==> config.mk <==
export PLATFORM = sky130hd
export DESIGN_NAME = if_unit
export DESIGN_NICKNAME = d
export VERILOG_FILES = /design/src/rtl/if_unit.sv
export SDC_FILE = /design/constraint.sdc
export NUM_CORES = 1
export LEC_CHECK = 0
export CAP_MARGIN = 20
export CORE_AREA = 5 5 96 98
export CTS_CLUSTER_DIAMETER = 60
export DETAILED_ROUTE_END_ITERATION = 12
export DIE_AREA = 0 0 101 103
export GPL_ROUTABILITY_DRIVEN = 1
export GPL_TIMING_DRIVEN = 0
export PLACE_DENSITY = 0.87
export SYNTH_ARGS = -nofsm -noshare
export SYNTH_HDL_FRONTEND = slang
export SYNTH_SLANG_ARGS = --single-unit
==> constraint.sdc <==
create_clock -name clk -period 6.8 [get_ports clk]
set_clock_uncertainty 0.05 [all_clocks]
set_input_delay 1.36 -clock clk [delete_from_list [all_inputs] [get_ports clk]]
set_output_delay 1.36 -clock clk [all_outputs]
set_load 0.05 [all_outputs]
==> src/rtl/if_unit.sv <==
`default_nettype none
// ============================================================================
//  Module   : if_unit
//  Purpose  : Instruction fetch unit. Keeps one read outstanding to
//             instruction memory, holds fetched words in a two-entry buffer
//             for decode, and handles redirect, stop and halt.
//  Revision : 1.0 - initial release
// ============================================================================
module if_unit #(
  parameter logic [15:0] RESET_PC  = 16'h0000,
  parameter int          BUF_DEPTH = 2
) (
  input  logic        clk,
  input  logic        rst,
  output logic        mem_req,
  output logic [15:0] mem_addr,
  input  logic        mem_ack,
  input  logic [15:0] mem_data,
  output logic [15:0] i_reg,
  output logic [15:0] i_pc,
  output logic        i_valid,
  input  logic        id_ready,
  input  logic        redirect,
  input  logic [15:0] redirect_pc,
  input  logic        stop,
  output logic        halted
);

  localparam logic [1:0] c_ST_FETCH   = 2'd0;
  localparam logic [1:0] c_ST_DISCARD = 2'd1;
  localparam logic [1:0] c_ST_HALT    = 2'd2;
  localparam logic [1:0] c_DEPTH      = 2'(BUF_DEPTH);

  logic [1:0]  r_state;
  logic [1:0]  w_state_next;
  logic [15:0] r_pc;
  logic [15:0] r_addr;
  logic        r_outst;
  logic [1:0]  r_cnt;
  logic [15:0] r_d0, r_p0, r_d1, r_p1;

  logic        w_ack, w_hold, w_flush, w_pop, w_push;
  logic [1:0]  w_cnt_next, w_occ;
  logic [15:0] w_pc_next;
  logic        w_outst_next;

  // An ack only counts when it answers our own outstanding request; the
  // request stays held (same address) until that ack arrives.
  assign w_ack   = mem_ack & r_outst;
  assign w_hold  = r_outst & ~mem_ack;
  assign w_flush = redirect | stop;
  assign w_pop   = (r_cnt != 2'd0) & id_ready & ~w_flush;
  assign w_push  = w_ack & (r_state == c_ST_FETCH) & ~w_flush;
  assign w_occ   = r_cnt - {1'b0, w_pop};

  // Next buffer count, fetch pointer and request flag
  always_comb begin
    w_cnt_next = r_cnt + {1'b0, w_push} - {1'b0, w_pop};
    if (w_flush) begin
      w_cnt_next = 2'd0;
    end
    w_pc_next = r_pc;
    if (redirect) begin
      w_pc_next = redirect_pc;
    end else if (w_push) begin
      w_pc_next = r_pc + 16'd1;
    end
    w_outst_next = w_hold |
                   ((w_state_next == c_ST_FETCH) & (w_cnt_next < c_DEPTH));
  end

  // FSM state register
  always_ff @(posedge clk) begin
    if (rst) begin
      r_state <= c_ST_FETCH;
    end else begin
      r_state <= w_state_next;
    end
  end

  // FSM next state: redirect beats stop; a pending ack forces DISCARD
  always_comb begin
    w_state_next = r_state;
    if (redirect) begin
      w_state_next = w_hold ? c_ST_DISCARD : c_ST_FETCH;
    end else if (stop) begin
      w_state_next = c_ST_HALT;
    end else if ((r_state == c_ST_DISCARD) && w_ack) begin
      w_state_next = c_ST_FETCH;
    end
  end

  // FSM outputs
  always_comb begin
    halted = (r_state == c_ST_HALT);
  end

  // Fetch pointer, request tracking and two-entry buffer
  always_ff @(posedge clk) begin
    if (rst) begin
      r_pc    <= RESET_PC;
      r_addr  <= RESET_PC;
      r_outst <= 1'b0;
      r_cnt   <= 2'd0;
      r_d0    <= 16'd0;
      r_p0    <= 16'd0;
      r_d1    <= 16'd0;
      r_p1    <= 16'd0;
    end else begin
      r_pc    <= w_pc_next;
      r_outst <= w_outst_next;
      r_cnt   <= w_cnt_next;
      // Address is captured only when a fresh request is launched
      if (!w_hold) begin
        r_addr <= w_pc_next;
      end
      if (w_pop) begin
        r_d0 <= r_d1;
        r_p0 <= r_p1;
      end
      // Push lands in the first free slot after any same-cycle pop
      if (w_push) begin
        if (w_occ == 2'd0) begin
          r_d0 <= mem_data;
          r_p0 <= r_addr;
        end else begin
          r_d1 <= mem_data;
          r_p1 <= r_addr;
        end
      end
    end
  end

  assign mem_req  = r_outst;
  assign mem_addr = r_addr;
  assign i_valid  = (r_cnt != 2'd0);
  assign i_reg    = r_d0;
  assign i_pc     = r_p0;

endmodule
`default_nettype wire

==> summary.md <==
| Metric | Value |
|---|---|
| Synth Area per Inst | `8.66 um^2` |
| Die area | `0.0104 mm^2` |
| CP max stage cell | `clkdlybuf4s50_1` |
| Critical path data arrival time | `3.99 ns` |
| Total core area | `0.00838 mm^2` |
| Worst setup path class | `in2reg` |
| Routed length per instance | `16.8 um` |
| Post-CTS Setup Inserts | `0` |
| Yosys top cell by area | `dfxtp_1` |
| Share of the synthesized area in the top cell type | `0.461` |
| Die width | `101 um` |
| Status | `finished clean` |
| Sequential share of the synthesized area | `0.461` |
| Slew Limit Headroom | `0.536` |
| Seq cells post-synth | `101` |
| GRT overflow | `0` |
| ANT nets after route | `0` |
| Net Sw Frac | `0.285` |
| Reg area | `0.00202 mm^2` |
| Max Slew Vio Count | `0` |
| Setup TNS | `0 ns` |
| CP endpoint kind | `flip-flop` |
| Period utilization | `0.548` |
| Final setup violation count | `0` |
| GP Congestion | `0.893` |
| DRT Wirelength | `12.0 mm` |
| Peak VDD IR | `0.000127 V` |
| Final min period | `3.73 ns` |
| Vias | `4,067` |
| Net count after synthesis | `546` |
| RSZ-0062 raised after global routing | `false` |
| Clock power share | `0.305` |
| Pint | `0.000832 W` |
| Skew-Pair Late Insertion Delay | `0.36 ns` |
| Top Ports | `89` |
| Max Cap Violations | `0` |
| Synth top area cells | `dfxtp_1 46%, mux2i_1 9.1%, nand2_1 7.3%` |
| Number of enable flip-flop cells after synthesis | `0` |
| CTS clock-pin slew for the worst setup and hold paths | `0.09 ns` |
| Global-route wire length before repair | `19.6 mm` |
| Area grow syn2layout | `27.0%` |
| Area occupied by multi-input gates | `0.00218 mm^2` |
| DR pass1 iterations | `5` |
| DRC | `0` |
| Net Switching | `0.000331 W` |
| Initial Util | `0.523` |
| Tot GR Track Use | `0.235` |
| Initial DRC count | `287` |
| Final hold vios | `0` |
| Port Buffers | `87` |
| Fmax | `0.268 GHz` |
| Detailed placer's ending HPWL | `8.91 mm` |
| Clock Path Buffers | `2` |
| Pwr/cell area | `209 mW/mm^2` |
| CTS root buffer | `clkbuf_8` |
| Die Y | `103 um` |
| Antenna diode count | `0` |
| Final net count | `644` |
| Logic gate share of total power | `0.150` |
| Post-synth top flop | `dfxtp_1` |
| Filler cells | `700` |
| Post_cts resized | `0` |
| H-tree levels | `3` |
| Async SR Flop Fraction | `0` |
| Leakage | `1.95 nW` |
| Sequential power share | `0.545` |
| Worst hold slack | `0.411 ns` |
| Max stage delay on crit path | `0.50 ns` |
| Mapped Area | `0.00438 mm^2` |
| Synth unique cells | `47` |
| Hold-fix buffers, CTS | `0` |
| Crit path launch type | `primary input` |
| CTS tree | `done` |
| Placement Setup Slack | `2.74 ns` |
| WP data required | `7.06 ns` |
| Clk sinks | `101` |
| Worst-Margin Slew | `0.697 ns` |
| Vias per Instance | `5.67` |
| Initial antenna violation count | `0` |
| Crit path max fanout | `10` |
| Worst setup margin | `3.07 ns` |
| Vias in the first global route | `4,039` |
| Num rows | `34` |
| Mapped Cells | `506` |
| Layout cells sized above 1 | `0.0509` |
| Worst-path cell chain | `clkdlybuf4s50_1 -> or3b_1 -> nor2b_1 -> buf_4 -> buf_4 -> xnor2_1 -> ha_1 -> xnor2_1 -> and3_1 -> o41ai_1 -> and3_1` |
| Number of buffers created by CTS | `9` |
| Synth Warn # | `0` |
| Worst hold path type | `reg2reg` |
| Largest net degree at the start of global routing | `16` |
## cells in the mapped netlist (all sizes together) (11+ instances only)
master and count:
o21ai 15, clkbuf 24, nand3 16, nor3 11
a211oi 36, a21oi 41, dfxtp 101, nand2 85
mux2i 40, nor2 52, buf 12
## layout by cell type, fill, tap and decap left out, types with 5 or more instances in the layout
cell	count
a211oi_1	35
a21oi_1	41
and3_1	7
clkbuf_1	26
clkbuf_8	11
clkdlybuf4s50_1	87
dfxtp_1	101
mux2i_1	40
nand2_1	85
nand2b_1	7
nand3_1	16
nor2_1	52
nor2b_1	7
nor3_1	11
o21ai_0	13
xnor2_1	5
## power groups by stage
stage / clock network (W) / registers [W] / logic, W
after floorplan: 0 / 0.000687 / 0.0000584
after global placement: 0 / 0.000646 / 0.000171
after detailed placement: 0 / 0.000647 / 0.000174
after CTS: 0.000356 / 0.000633 / 0.000175
after global routing: 0.000384 / 0.000637 / 0.000185
final: 0.000355 / 0.000634 / 0.000175
## worst max-delay path: cells and delay by family
| kind | cells | cell delay, ns |
|---|---|---|
| simple gates | 4 | 1.01 |
| buf+inv | 3 | 0.92 |
| xor+xnor | 2 | 0.24 |
| compound gates | 1 | 0.24 |
| fa+ha+maj | 1 | 0.20 |
## worst paths after layout
kind,startpoint,endpoint,slack [ns],depth (start not counted)
setup / recovery,stop,mem_req,3.07,11
hold reg to reg,r_d1[1],r_d1[1],0.41,2
setup reg to reg,r_cnt[1],mem_req,4.41,10
hold / removal,r_d1[1],r_d1[1],0.41,2
## area by class of cell
| class | instances | share of cell area |
|---|---|---|
| plain buffers | 36 | 0.0306 |
| clock buffers | 13 | 0.0285 |
| clock inverters | 3 | 0.00360 |
| inverters | 2 | 0.00135 |
| multi-input cells | 367 | 0.392 |
| flip-flops and latches | 101 | 0.363 |
| well taps | 108 | 0.0243 |
| repair buffers | 87 | 0.156 |
## through the flow
stage               power [W]   util  cell area [um^2]  instances
floorplan            0.000745      -              4380        506
global placement     0.000817  0.643              5390        701
detailed placement   0.000821  0.643              5390        701
CTS                   0.00116  0.664              5570        717
global route          0.00121  0.664              5570        717
finish                0.00116  0.664              5570        717
## routing by layer
layer | up-vias | wire (um) | share of wire | track usage
met5 | - | 0 | 0 | 0
met4 | 0 | 156 | 0.013 | 0.0736
met3 | 16 | 815 | 0.068 | 0.0413
met2 | 148 | 5830 | 0.48 | 0.405
met1 | 1930 | 5230 | 0.43 | 0.301
li1 | 1973 | - | - | -
## cells by family after synthesis
kind of cell,Yosys count,synth area share
and+or+nand+nor,205,0.220
AOI/OAI and AO/OA,110,0.160
DFF,101,0.461
muxes,41,0.0939
buffers and inverters,38,0.0406
xor gates and xnor gates,9,0.0180
adders and majority gates,2,0.00571
No activity file was read; power rests on OpenSTA's default activity.
